`src/rtl/rr_mux_n_to_1.sv`:
```
// Registered N-to-1 valid/ready multiplexer with fixed-select or round-robin arbitration.
// Optional packet lock (grant held until a channel's last beat) enabled by RR_MUX_PKT_LOCK_EN.
module rr_mux_n_to_1 #(
  parameter int unsigned WIDTH  = 8,
  parameter int unsigned NUM_CH = 4
) (
  input  logic                      clk,
  input  logic                      rst,
  input  logic                      en,
  input  logic                      mode,
  input  logic [$clog2(NUM_CH)-1:0] sel,
  input  logic [NUM_CH-1:0]         in_valid,
  input  logic [NUM_CH*WIDTH-1:0]   in_data,
  output logic [NUM_CH-1:0]         in_ready,
`ifdef RR_MUX_PKT_LOCK_EN
  input  logic [NUM_CH-1:0]         in_last,
  output logic                      out_last,
`endif
  output logic                      out_valid,
  output logic [WIDTH-1:0]          out_data,
  output logic [$clog2(NUM_CH)-1:0] out_ch,
  input  logic                      out_ready
);

  localparam int unsigned SEL_W = $clog2(NUM_CH);

  logic             out_valid_q, out_valid_d;
  logic [WIDTH-1:0] out_data_q,  out_data_d;
  logic [SEL_W-1:0] out_ch_q,    out_ch_d;
  logic [SEL_W-1:0] rr_ptr_q,    rr_ptr_d;

  logic             load;
  logic             xfer;
  logic             grant_valid;
  logic [SEL_W-1:0] grant_ch;
  logic [WIDTH-1:0] grant_data;

`ifdef RR_MUX_PKT_LOCK_EN
  logic             out_last_q, out_last_d;
  logic             lock_q,     lock_d;
  logic [SEL_W-1:0] lock_ch_q,  lock_ch_d;
  logic             grant_last;
`endif

  // A slot opens when the register is empty or drains on this edge.
  assign load = en & (~out_valid_q | out_ready);
  assign xfer = load & grant_valid;

  // Grant selection: locked channel first, then round-robin or fixed select.
  always_comb begin
    grant_valid = 1'b0;
    grant_ch    = '0;
`ifdef RR_MUX_PKT_LOCK_EN
    if (lock_q) begin
      for (int i = 0; i < int'(NUM_CH); i++) begin
        if (lock_ch_q == SEL_W'(i) && in_valid[i]) begin
          grant_valid = 1'b1;
          grant_ch    = SEL_W'(i);
        end
      end
    end else
`endif
    if (mode) begin
      for (int k = 1; k <= int'(NUM_CH); k++) begin
        for (int i = 0; i < int'(NUM_CH); i++) begin
          if (!grant_valid && in_valid[i] && ((int'(rr_ptr_q) + k) % int'(NUM_CH)) == i) begin
            grant_valid = 1'b1;
            grant_ch    = SEL_W'(i);
          end
        end
      end
    end else begin
      for (int i = 0; i < int'(NUM_CH); i++) begin
        if (sel == SEL_W'(i) && in_valid[i]) begin
          grant_valid = 1'b1;
          grant_ch    = SEL_W'(i);
        end
      end
    end
  end

  // Data (and last) of the granted channel.
  always_comb begin
    grant_data = '0;
`ifdef RR_MUX_PKT_LOCK_EN
    grant_last = 1'b0;
`endif
    for (int i = 0; i < int'(NUM_CH); i++) begin
      if (grant_ch == SEL_W'(i)) begin
        grant_data = in_data[i*WIDTH +: WIDTH];
`ifdef RR_MUX_PKT_LOCK_EN
        grant_last = in_last[i];
`endif
      end
    end
  end

  always_comb begin
    in_ready = '0;
    if (xfer && !rst) begin
      in_ready = NUM_CH'(1) << grant_ch;
    end
  end

  // Next state of the output register, pointer and lock.
  always_comb begin
    out_valid_d = out_valid_q;
    out_data_d  = out_data_q;
    out_ch_d    = out_ch_q;
    rr_ptr_d    = rr_ptr_q;
`ifdef RR_MUX_PKT_LOCK_EN
    out_last_d  = out_last_q;
    lock_d      = lock_q;
    lock_ch_d   = lock_ch_q;
`endif
    if (xfer) begin
      out_valid_d = 1'b1;
      out_data_d  = grant_data;
      out_ch_d    = grant_ch;
      if (mode) begin
        rr_ptr_d = grant_ch;
      end
`ifdef RR_MUX_PKT_LOCK_EN
      out_last_d = grant_last;
      lock_d     = ~grant_last;
      lock_ch_d  = grant_ch;
`endif
    end else if (out_valid_q && out_ready) begin
      out_valid_d = 1'b0;
      out_data_d  = '0;
`ifdef RR_MUX_PKT_LOCK_EN
      out_last_d  = 1'b0;
`endif
    end
  end

  always_ff @(posedge clk) begin
    if (rst) begin
      out_valid_q <= 1'b0;
      out_data_q  <= '0;
      out_ch_q    <= '0;
      rr_ptr_q    <= SEL_W'(NUM_CH - 1);
`ifdef RR_MUX_PKT_LOCK_EN
      out_last_q  <= 1'b0;
      lock_q      <= 1'b0;
      lock_ch_q   <= '0;
`endif
    end else begin
      out_valid_q <= out_valid_d;
      out_data_q  <= out_data_d;
      out_ch_q    <= out_ch_d;
      rr_ptr_q    <= rr_ptr_d;
`ifdef RR_MUX_PKT_LOCK_EN
      out_last_q  <= out_last_d;
      lock_q      <= lock_d;
      lock_ch_q   <= lock_ch_d;
`endif
    end
  end

  assign out_valid = out_valid_q;
  assign out_data  = out_data_q;
  assign out_ch    = out_ch_q;
`ifdef RR_MUX_PKT_LOCK_EN
  assign out_last  = out_last_q;
`endif

endmodule

```
`config.mk`:
```
export PLATFORM = sky130hd
export DESIGN_NAME = rr_mux_n_to_1
export DESIGN_NICKNAME = d
export VERILOG_FILES = /design/src/rtl/rr_mux_n_to_1.sv
export SDC_FILE = /design/constraint.sdc
export NUM_CORES = 1
export LEC_CHECK = 0
export CAP_MARGIN = 20
export CELL_PAD_IN_SITES_DETAIL_PLACEMENT = 2
export CELL_PAD_IN_SITES_GLOBAL_PLACEMENT = 2
export CORE_MARGIN = 1.5
export CORE_UTILIZATION = 18
export DETAILED_ROUTE_END_ITERATION = 7
export GPL_TIMING_DRIVEN = 0
export PLACE_DENSITY_LB_ADDON = 0.1
export SYNTH_ARGS = -nofsm -noshare
export SYNTH_HDL_FRONTEND = slang
export SYNTH_SLANG_ARGS = --single-unit
```
`constraint.sdc`:
```
create_clock -name clk -period 1.65 [get_ports clk]
set_clock_uncertainty 0.1 [all_clocks]
set_input_delay 0.165 -clock clk [delete_from_list [all_inputs] [get_ports clk]]
set_output_delay 0.165 -clock clk [all_outputs]
set_load 0.02 [all_outputs]
```
==> results.md <==
- Part of the power in the clock network: 23.3%
- Ratio of cells with drive above 1 in the final layout: 36.0%
- Crit path from: rr_ptr_q[0]
- Starting density of the core: 18.6%
- Avg Vias per Cell: 4.72
- Power Internal: 864 uW
- H-Tree Depth: 1
- Status: finished, violations left
- Max Clock Freq: approximately 500 MHz
- Crit. End Element: output port
- Post-synth top area share: 25.5%
- First-pass GRT wire length: 7.56 mm
- Area of the multi-input gates: 863 sq um
- Register area share after synthesis: 25.5%
- Net Sw Frac: 32.8%
- Top cell type by total area after synthesis: dfxtp_1
- WL final: 4.83 mm
- Yosys warning count: 0
- Antenna violations before repair: 0
- NetSw: 423 uW
- WL/cell: 17.7 microns
- Die Y: roughly 78 microns
- Area after DPL: 1750 sq um
- Final WS setup: -298 ps
- Final std cells w/o fill: 272
- DRT Pass-1 Iters: 3
- Crit path arrival time: 1680 ps
- Yosys reg bits: 13
- Most frequent cell after synthesis: dfxtp_1
- Hold slack: 237 ps
- Relative slew margins: ~66%
- HPWL Detailed: 3.40 mm
- Largest net degree at the start of global routing: 11
- Reg area: 267 sq um
- Pre-CTS setup slack: -1600 ps
- Failing checks: setup timing
- DRC errors left: 0
- Hold endpoint: out_ch[0]
- Worst Setup Start Kind: flop
- Inst Count DP: 249
- Mean post-synth cell area: 8.43 sq um
- PD cells: 595 nW/um^2
- # clock sinks: 13
- Max clock buf depth: 2
- Nets: around 240
- Fin area: about 2200 sq um
- Clock root cell: clkbuf_8
- Vias in the first global route: 1447
- CTS Buf Count: 3
- Final Wtd Congestion: 0.819
- Reg2reg end: out_data[7]
- Leakage: 0.822 nW
- Worst Path Required: 1380 ps
- VDD IR max: 0.000230 V
- Tightest Pin Transition: 515 ps
- Total GRT Usage: 16.0%
- Final setup vio count: 13
- Most frequent cells after synthesis: dfxtp_1, o21ai_0, and2_1, inv_1
- Library cells used by synthesis: 36
- Comb pwr share: 48.3%
- Post-synth ARST share: 0%
- Hold_sp: rst
- Fillers: 612
- Gate count of the mapped netlist: 121
- Grt ovf: 0
- Max cap viols: 0
- Routed Antenna Nets: 0
- Reg2Reg Depth: 7
- Min Clock Period, post-route: 1950 ps
- DR vias: 1285
- Ant diodes: 0
- Core Region: 5470 sq um
- R2R Setup Slk: -250 ps
- Number of synthesized flops with an enable pin: 0
- Kind of critical path: reg2out
- Post-Syn Nets: 164
- Area contributors post-synth: dfxtp_1, a221o_1, a32o_1, o211ai_1, and2_1
- Power consumption: 1.29 mW
- Worst-Skew Late Latency: around 250 ps
- Slew Viols, Final: 0
- Worst Hold Class: in2reg
- Worst-path maximum fanout: 4
- Layout overhead on the synthesized area: 112%
- DRT iter0 DRCs: 10
- Die W: about 78 microns
- Num rows: 27
- Reg2Reg Launch Point: rr_ptr_q[0]
- Unrepaired setup endpoints after global routing: true
- Final period utilization: 118%
- Reg clk slew, reported paths: 60 ps
- TNS Setup: -2830 ps
- Port bufs: 56
- WHS Path Cells: 2
- Seq pwr share: 28.3%
- Final hold violations: 0
- Core Util, Final: 39.5%
- Cell area after synthesis: 1020 sq um
- Die area: between 6000 and 7000 sq um
- Most used flip-flop cell after synthesis: dfxtp_1
- Ports: 58
- CTS tree: done
area by class of cell:
cell class | instances | area share (%)
inverters | 9 | 1.56
well taps | 72 | 4.17
clock buffers | 4 | 2.08
multi-input cells | 91 | 40.0
repair buffers | 77 | 36.8
plain buffers | 6 | 3.07
flip-flops and latches | 13 | 12.3
per-layer routing:
layer | vias to the layer above | part of all wire, % | GRT usage, %
met5 | - | 0 | 0
met4 | 0 | 0.99 | 2.14
met3 | 5 | 4.1 | 3.26
met2 | 31 | 55 | 32.3
met1 | 628 | 40 | 17.2
li1 | 621 | - | -
how the worst max path moves through the flow:
stage | end | cells past startpoint
final | in_ready[3] | 7
after global placement | in_ready[3] | 7
after detailed placement | in_ready[3] | 7
after global routing | in_ready[3] | 7
after CTS | in_ready[3] | 7
after floorplan | in_ready[3] | 5
sequential cells by signal, indices dropped and copies added (netlist names):
| signal | cells |
|---|---|
| out_data | 8 |
| rr_ptr_q | 2 |
| out_ch | 2 |
| out_valid | 1 |
cell usage in the layout (no fill, tap or decap), types with 2 or more instances in the layout:
cell type,instances
a221o_1,8
nand2b_1,2
a21oi_1,3
buf_12,2
nor2_4,3
inv_1,9
mux2i_1,2
clkdlybuf4s50_1,44
dfxtp_1,10
clkbuf_8,4
o211ai_1,8
and2_1,9
buf_8,3
or2_2,2
a32o_1,8
buf_6,12
nor2_1,3
a21oi_4,3
o21ai_4,2
buf_16,2
o21ai_0,8
buf_4,14
buf_2,3
nand2b_4,5
o21ai_1,2
dfxtp_2,2
critical path, stage by stage, from the launching register on:
cell and delay, ps:
dfxtp_4 360, nand2b_4 150, a21o_1 150, a41o_1 200, clkbuf_8 150, nand2b_4 160
a21oi_4 130, buf_6 130
repair_timing:
action                     in CTS  in global routing
pin swaps                       7                 12
hold buffers                    0                  0
cloned                          2                  0
resized for setup              80                 20
buffers inserted               12                  7
setup endpoints to repair      17                 15
kinds of logic (layout without fill, tap and decap cells):
group | count (synthesis) | in the layout | synth area share (%)
flip-flops | 13 | 13 | 25.5
AND/OR/NAND/NOR | 34 | 34 | 19.5
AO/OA/AOI/OAI | 54 | 54 | 43.9
buffers and inverters | 17 | 96 | 7.98
multiplexers | 3 | 3 | 3.07
power by group through the flow:
stage | Sequential [mW] | Clock, mW | Combinational [mW]
floorplan | 0.393 | 0 | 0.213
global placement | 0.367 | 0 | 0.454
detailed placement | 0.370 | 0 | 0.465
CTS | 0.364 | 0.309 | 0.566
global route | 0.368 | 0.330 | 0.667
finish | 0.364 | 0.300 | 0.622
Note: power is estimated with default switching activity, not from simulation.
